## config.mk

```make
export PLATFORM = sky130hd
export DESIGN_NAME = fpuprod64_seq
export DESIGN_NICKNAME = d
export VERILOG_FILES = /design/src/rtl/fpuprod64_seq.sv
export SDC_FILE = /design/constraint.sdc
export NUM_CORES = 1
export LEC_CHECK = 0
export ABC_AREA = 1
export BUFFER_PORTS_ARGS = -buffer_cell sky130_fd_sc_hd__buf_2
export CAP_MARGIN = 40
export CORE_ASPECT_RATIO = 0.7
export CORE_MARGIN = 1
export CORE_UTILIZATION = 55
export DETAILED_ROUTE_END_ITERATION = 8
export GPL_TIMING_DRIVEN = 0
export PLACE_DENSITY = 0.78
export SYNTH_ARGS = -nofsm -noshare
export SYNTH_HDL_FRONTEND = slang
export SYNTH_SLANG_ARGS = --single-unit
```

## constraint.sdc

```tcl
create_clock -name clk -period 7.5 [get_ports clk]
set_input_delay 0.375 -clock clk [delete_from_list [all_inputs] [get_ports clk]]
set_output_delay 0.375 -clock clk [all_outputs]
set_load 0.01 [all_outputs]
```

## src/rtl/fpuprod64_seq.sv

```systemverilog
// fpuprod64_seq: issue sequencer and result buffer around the fpuprod64
// multiplier. One request is held in an operand register and issued once
// (high half) or twice (high then low half). Because the multiplier cannot
// stall, an op is issued only when a FIFO slot is already reserved for its
// result. Results return after a fixed 2-cycle latency, tracked by a tagged
// valid pipeline.
//
// Handshakes: a transfer happens on a rising edge where valid and ready are
// both 1. A producer holds valid and its payload until the transfer. in_ready
// is a function of the FSM state and reset only, never of in_valid.
// out_valid and the head payload stay stable until popped.
module fpuprod64_seq #(
    parameter int DEPTH = 4,
    parameter int TAG_W = 4
) (
    input  logic             clk,
    input  logic             rst,
    input  logic             in_valid,
    output logic             in_ready,
    input  logic [63:0]      in_A,
    input  logic [63:0]      in_B,
    input  logic             in_rnd,
    input  logic             in_full,
    input  logic [TAG_W-1:0] in_tag,
    output logic [63:0]      mul_A,
    output logic [63:0]      mul_B,
    output logic             mul_rnd,
    output logic             mul_pookg,
    input  logic [63:0]      mul_res,
    output logic             out_valid,
    input  logic             out_ready,
    output logic [63:0]      out_res,
    output logic [TAG_W-1:0] out_tag,
    output logic             out_lo,
    output logic [1:0]       dbg_state
);

    localparam int PTR_W = $clog2(DEPTH);

    typedef enum logic [1:0] {
        S_IDLE = 2'd0,
        S_HI   = 2'd1,
        S_LO   = 2'd2
    } state_t;

    state_t state_q, state_d;

    // Operand register: the one request currently being issued
    logic [63:0]      op_a, op_b;
    logic             op_rnd, op_full;
    logic [TAG_W-1:0] op_tag;

    // Last issued operands, so mul_A/B/rnd hold between issues
    logic [63:0] last_a, last_b;
    logic        last_rnd;

    // Two-stage tag pipeline matching the multiplier latency
    logic             p1_v, p2_v;
    logic [TAG_W-1:0] p1_tag, p2_tag;
    logic             p1_lo, p2_lo;

    // Result FIFO
    logic [63:0]      fifo_res [DEPTH];
    logic [TAG_W-1:0] fifo_tag [DEPTH];
    logic             fifo_lo  [DEPTH];
    logic [PTR_W-1:0] wr_ptr, rd_ptr;
    logic [PTR_W:0]   fifo_count;

    logic             accept, issue, issue_lo, credit, push, pop;
    logic [1:0]       inflight;
    logic [PTR_W+1:0] occupancy;

    assign in_ready  = !rst && (state_q == S_IDLE);
    assign accept    = in_valid && in_ready;
    assign dbg_state = state_q;

    // Reserved slots: results already buffered plus every op still in the
    // multiplier (stage 2 is the one being captured this cycle). Using only
    // registered values means a same-cycle pop never creates credit.
    assign inflight  = {1'b0, p1_v} + {1'b0, p2_v};
    assign occupancy = {1'b0, fifo_count} + {{PTR_W{1'b0}}, inflight};
    assign credit    = occupancy < (PTR_W+2)'(DEPTH);

    assign push      = p2_v;
    assign out_valid = (fifo_count != '0);
    assign pop       = out_valid && out_ready;

    // Next-state and issue decision
    always_comb begin
        state_d  = state_q;
        issue    = 1'b0;
        issue_lo = 1'b0;
        if (!rst) begin
            case (state_q)
                S_IDLE: begin
                    if (accept) state_d = S_HI;
                end
                S_HI: begin
                    if (credit) begin
                        issue   = 1'b1;
                        state_d = op_full ? S_LO : S_IDLE;
                    end
                end
                S_LO: begin
                    if (credit) begin
                        issue    = 1'b1;
                        issue_lo = 1'b1;
                        state_d  = S_IDLE;
                    end
                end
                default: state_d = S_IDLE;
            endcase
        end
    end

    // Multiplier operands: live operand register on an issue, else last issue
    always_comb begin
        mul_A     = issue ? op_a   : last_a;
        mul_B     = issue ? op_b   : last_b;
        mul_rnd   = issue ? op_rnd : last_rnd;
        mul_pookg = issue_lo;
    end

    // State register
    always_ff @(posedge clk) begin
        if (rst) state_q <= S_IDLE;
        else     state_q <= state_d;
    end

    // Operand register loads on accept; last-issue registers load on issue
    always_ff @(posedge clk) begin
        if (rst) begin
            op_a     <= '0;
            op_b     <= '0;
            op_rnd   <= 1'b0;
            op_full  <= 1'b0;
            op_tag   <= '0;
            last_a   <= '0;
            last_b   <= '0;
            last_rnd <= 1'b0;
        end else begin
            if (accept) begin
                op_a    <= in_A;
                op_b    <= in_B;
                op_rnd  <= in_rnd;
                op_full <= in_full;
                op_tag  <= in_tag;
            end
            if (issue) begin
                last_a   <= op_a;
                last_b   <= op_b;
                last_rnd <= op_rnd;
            end
        end
    end

    // Tag pipeline shifts every cycle; reset drops anything in flight
    always_ff @(posedge clk) begin
        if (rst) begin
            p1_v   <= 1'b0;
            p1_tag <= '0;
            p1_lo  <= 1'b0;
            p2_v   <= 1'b0;
            p2_tag <= '0;
            p2_lo  <= 1'b0;
        end else begin
            p1_v   <= issue;
            p1_tag <= op_tag;
            p1_lo  <= issue_lo;
            p2_v   <= p1_v;
            p2_tag <= p1_tag;
            p2_lo  <= p1_lo;
        end
    end

    // FIFO storage, pointers and occupancy count
    always_ff @(posedge clk) begin
        if (rst) begin
            for (int i = 0; i < DEPTH; i++) begin
                fifo_res[i] <= '0;
                fifo_tag[i] <= '0;
                fifo_lo[i]  <= 1'b0;
            end
            wr_ptr     <= '0;
            rd_ptr     <= '0;
            fifo_count <= '0;
        end else begin
            if (push) begin
                fifo_res[wr_ptr] <= mul_res;
                fifo_tag[wr_ptr] <= p2_tag;
                fifo_lo[wr_ptr]  <= p2_lo;
                wr_ptr           <= wr_ptr + PTR_W'(1);
            end
            if (pop) rd_ptr <= rd_ptr + PTR_W'(1);
            case ({push, pop})
                2'b10:   fifo_count <= fifo_count + (PTR_W+1)'(1);
                2'b01:   fifo_count <= fifo_count - (PTR_W+1)'(1);
                default: fifo_count <= fifo_count;
            endcase
        end
    end

    // Head of FIFO drives the result outputs
    always_comb begin
        out_res = fifo_res[rd_ptr];
        out_tag = fifo_tag[rd_ptr];
        out_lo  = fifo_lo[rd_ptr];
    end

endmodule

```

==> results.yml <==
status:
  status: "finished, final reports clean"
placement:
  placed_area_sq_um: 26500
  place.gp.congestion: 0.893
  hpwl_mm: 46.3
  io_buffer_count: 403
critical_path:
  cp_slowest_cell: "dfxtp_1"
  crit_arrival_ns: 2.74
  slowest_delay_ns: 0.40
  critPathLaunchType: "register"
  path_class: "reg2out"
  worstPathRequired_ns: 7.12
  crit_fanout: 10
  r2r-end: "fifo_res[0][36]"
  ff2ff_setup_slack_ns: 5.08
  r2r_cells: 8
  rr_startpoint: "p2_v"
  crit_chain: "inv_1, ha_1, buf_2, clkbuf_1, nand4_1, nand2_1, inv_1, buf_2"
  end_kind: "output port"
global_routing:
  grt_pass1_vias: 19700
  grt_max_degree: 55
  grt_usage: 0.295
  grt_antenna_before_repair: 11
  overflow: 0
  grt_pass1_wl_mm: 102
synthesis:
  ys_top_cells_by_area: "edfxtp_1 (35%), dfxtp_1 (24%), nor2_1 (7.9%)"
  yosysTopAreaCell: "edfxtp_1"
  synth_xor_area_frac: 0.000372
  synth_edf_count: 276
  synth-async-reset-ratio: 0
  synth_fp_nets: 2931
  synth_top_family_by_area: "simple AND/OR/NAND/NOR gates"
  synth-compound-area-share: 0.107
  yosysTopAreaCellShare: 0.352
  syn_avg_cell_area_sq_um: 8.64
  synth-seq-area-share: 0.596
  synthAdderAreaFrac: 0.00404
  yosysWarnings: 0
  ys_types: 26
  synthCells: 2722
  ys_seq_elements: 562
  synth_mux_area_frac: 0
  yosysMostFrequentCell: "nor2_1"
  ys.flop_type: "dfxtp_1"
  yosys-top-cells-count: "nor2_1 (494), inv_1 (480), dfxtp_1 (286), nand2_1 (280), edfxtp_1 (276)"
  synth-simple-area-share: 0.176
  netlist_area_sq_um: 23500
clock_network:
  clkSinkCount: 562
  htree_levels: 2
  holdBufCountCts: 0
  clk_latency_ns: 0.59
  cts_root_buf: "clkbuf_16"
  cts_tree: "yes"
  clock_path_buffers: 3
  path_clk_slew_ns: 0.07
  cts_resized: 0
  post_cts_buffers: 0
  cts_buffers: 52
route:
  ant_nets: 0
  wl_per_cell_um: 17.4
  first_pass_iters: 7
  drc: 0
  drt_wl_total_mm: 66.0
  routed_via_density: 5.37
  drt-initial-drc-count: 1561
  via_count: 20300
timing:
  slew_violations: 0
  hold_viol_final: 0
  period_needed_ns: 3.11
  fmax_mhz: 322
  post-route-period-util: 0.415
  rsz0062_at_grt: "false"
  tightest_slew_ns: 0.625
  tns_ns: 0
  skew_ns: 0.0168
  max_slew_margin: 0.584
  holdWs_ns: 0.0426
  setup_violations: 0
hold_path:
  hp-class: "in2reg"
  worstHoldStart: "in_A[53]"
  hold_end: "op_a[53]"
  hold_depth: 3
cells_and_area:
  drive_gt1_frac: 0.185
  design_area_sq_um: 28200
  nets: 3397
  area_growth_pct: 19.9
  final_util: 0.678
run:
  max_cap_viol_count: 0
power_and_ir_drop:
  power_density_nw_per_um2: 390
  seq_power_share: 0.359
  p_int_uw: 6750
  clkPwrFrac: 0.243
  sw_frac_of_total: 0.386
  p_sw_uw: 4250
  p_leak_uw: 0.0132
  p_comb_frac: 0.398
  peakVddDrop_mv: 0.233
floorplanning:
  start_util: 0.566
  num_rows: 62
  die_x_um: 249
  dieArea_sq_um: 43600
  io_pins: 405
  core_region_area_sq_um: 41600
  die-height_um: 175
## logic make-up after synthesis
| family | count (synthesis) |
|---|---|
| AOI/OAI and AO/OA | 486 |
| xor gates and xnor gates | 1 |
| adders and majority gates | 7 |
| buffers and inverters | 681 |
| DFF | 562 |
| and+or+nand+nor | 985 |
## placed cells by master (no fill, tap or decap), types with 2 or more instances in the layout
cell,Yosys,layout
buf_4,3,3
inv_1,480,480
inv_2,4,4
buf_1,4,4
a21oi_1,140,140
buf_2,76,479
buf_16,0,4
clkbuf_8,0,8
dfxtp_1,286,286
inv_4,0,2
edfxtp_1,276,276
o21ai_0,223,221
clkinv_1,0,6
ha_1,6,6
o21ai_4,0,2
inv_6,0,3
buf_6,12,13
clkinv_4,0,2
clkbuf_2,4,5
nand2_1,280,278
o22ai_1,69,69
nand4_1,129,129
buf_12,0,4
o21ai_1,54,54
bufinv_16,0,2
clkbuf_1,98,111
clkbuf_16,0,55
nor3_1,69,69
nand2_4,0,2
nand3_1,8,8
nor2_1,494,494
diode_2,0,10
nand2_2,2,2
clkinv_2,0,5
## registers in the layout, indices dropped and copies added (netlist names), named ones only
name        cells
fifo_res      256
last_a         64
last_b         64
op_a           64
op_b           64
fifo_tag       16
fifo_lo         4
op_tag          4
p1_tag          4
p2_tag          4
fifo_count      3
dbg_state       2
rd_ptr          2
wr_ptr          2
last_rnd        1
op_full         1
op_rnd          1
p1_lo           1
p1_v            1
p2_lo           1
p2_v            1
## routing by layer
metal | vias to the layer above | track usage | wire (um)
met5 | - | 0 | 26
met4 | 4 | 0.144 | 2820
met3 | 160 | 0.0572 | 5490
met2 | 870 | 0.483 | 31000
met1 | 9580 | 0.377 | 26600
li1 | 9726 | - | -
## worst max path at each step
stage | endpoint | from | cells after the start
floorplan | fifo_lo[1] | wr_ptr[1] | 4
global placement | fifo_res[1][27] | wr_ptr[1] | 4
detailed placement | mul_A[13] | dbg_state[0] | 8
CTS | mul_A[13] | dbg_state[0] | 8
global route | mul_B[25] | dbg_state[0] | 8
finish | mul_A[13] | dbg_state[0] | 8
## power by group through the flow
stage	Combinational, uW	Sequential [uW]	Clock, uW
detailed placement	4290	4020	0
global placement	4200	4010	0
global route	4820	4000	2790
CTS	4340	3950	2680
finish	4370	3950	2670
floorplan	2670	3980	0
## through the flow
stage	setup slack, ns	power [uW]	instances
2_1_floorplan	1.33	6650	2722
4_1_cts	4.40	11000	3776
6_report	4.39	11000	3786
5_1_grt	4.25	11600	3785
3_5_place_dp	5.03	8310	3678
3_3_place_gp	-1.87	8210	3669
## critical path: cells and delay by family (launching register included)
kind	cells	cell delay, ns
buffers and inverters	5	1.04
flip-flops	1	0.40
adder cells (fa/ha/maj)	1	0.35
AND/OR/NAND/NOR	2	0.35
## layout make-up
| cell class | instances | area, sq um |
|---|---|---|
| Fill cell | 3252 | 13400 |
| Antenna cell | 10 | 25.0 |
| Multi-Input combinational cell | 1479 | 6800 |
| Inverter | 484 | 1820 |
| Tap cell | 544 | 681 |
| Clock buffer | 77 | 1540 |
| Timing Repair Buffer | 412 | 2220 |
| Buffer | 197 | 941 |
| Clock inverter | 21 | 171 |
| Sequential cell | 562 | 14000 |
(Power assumes the default switching activity.)
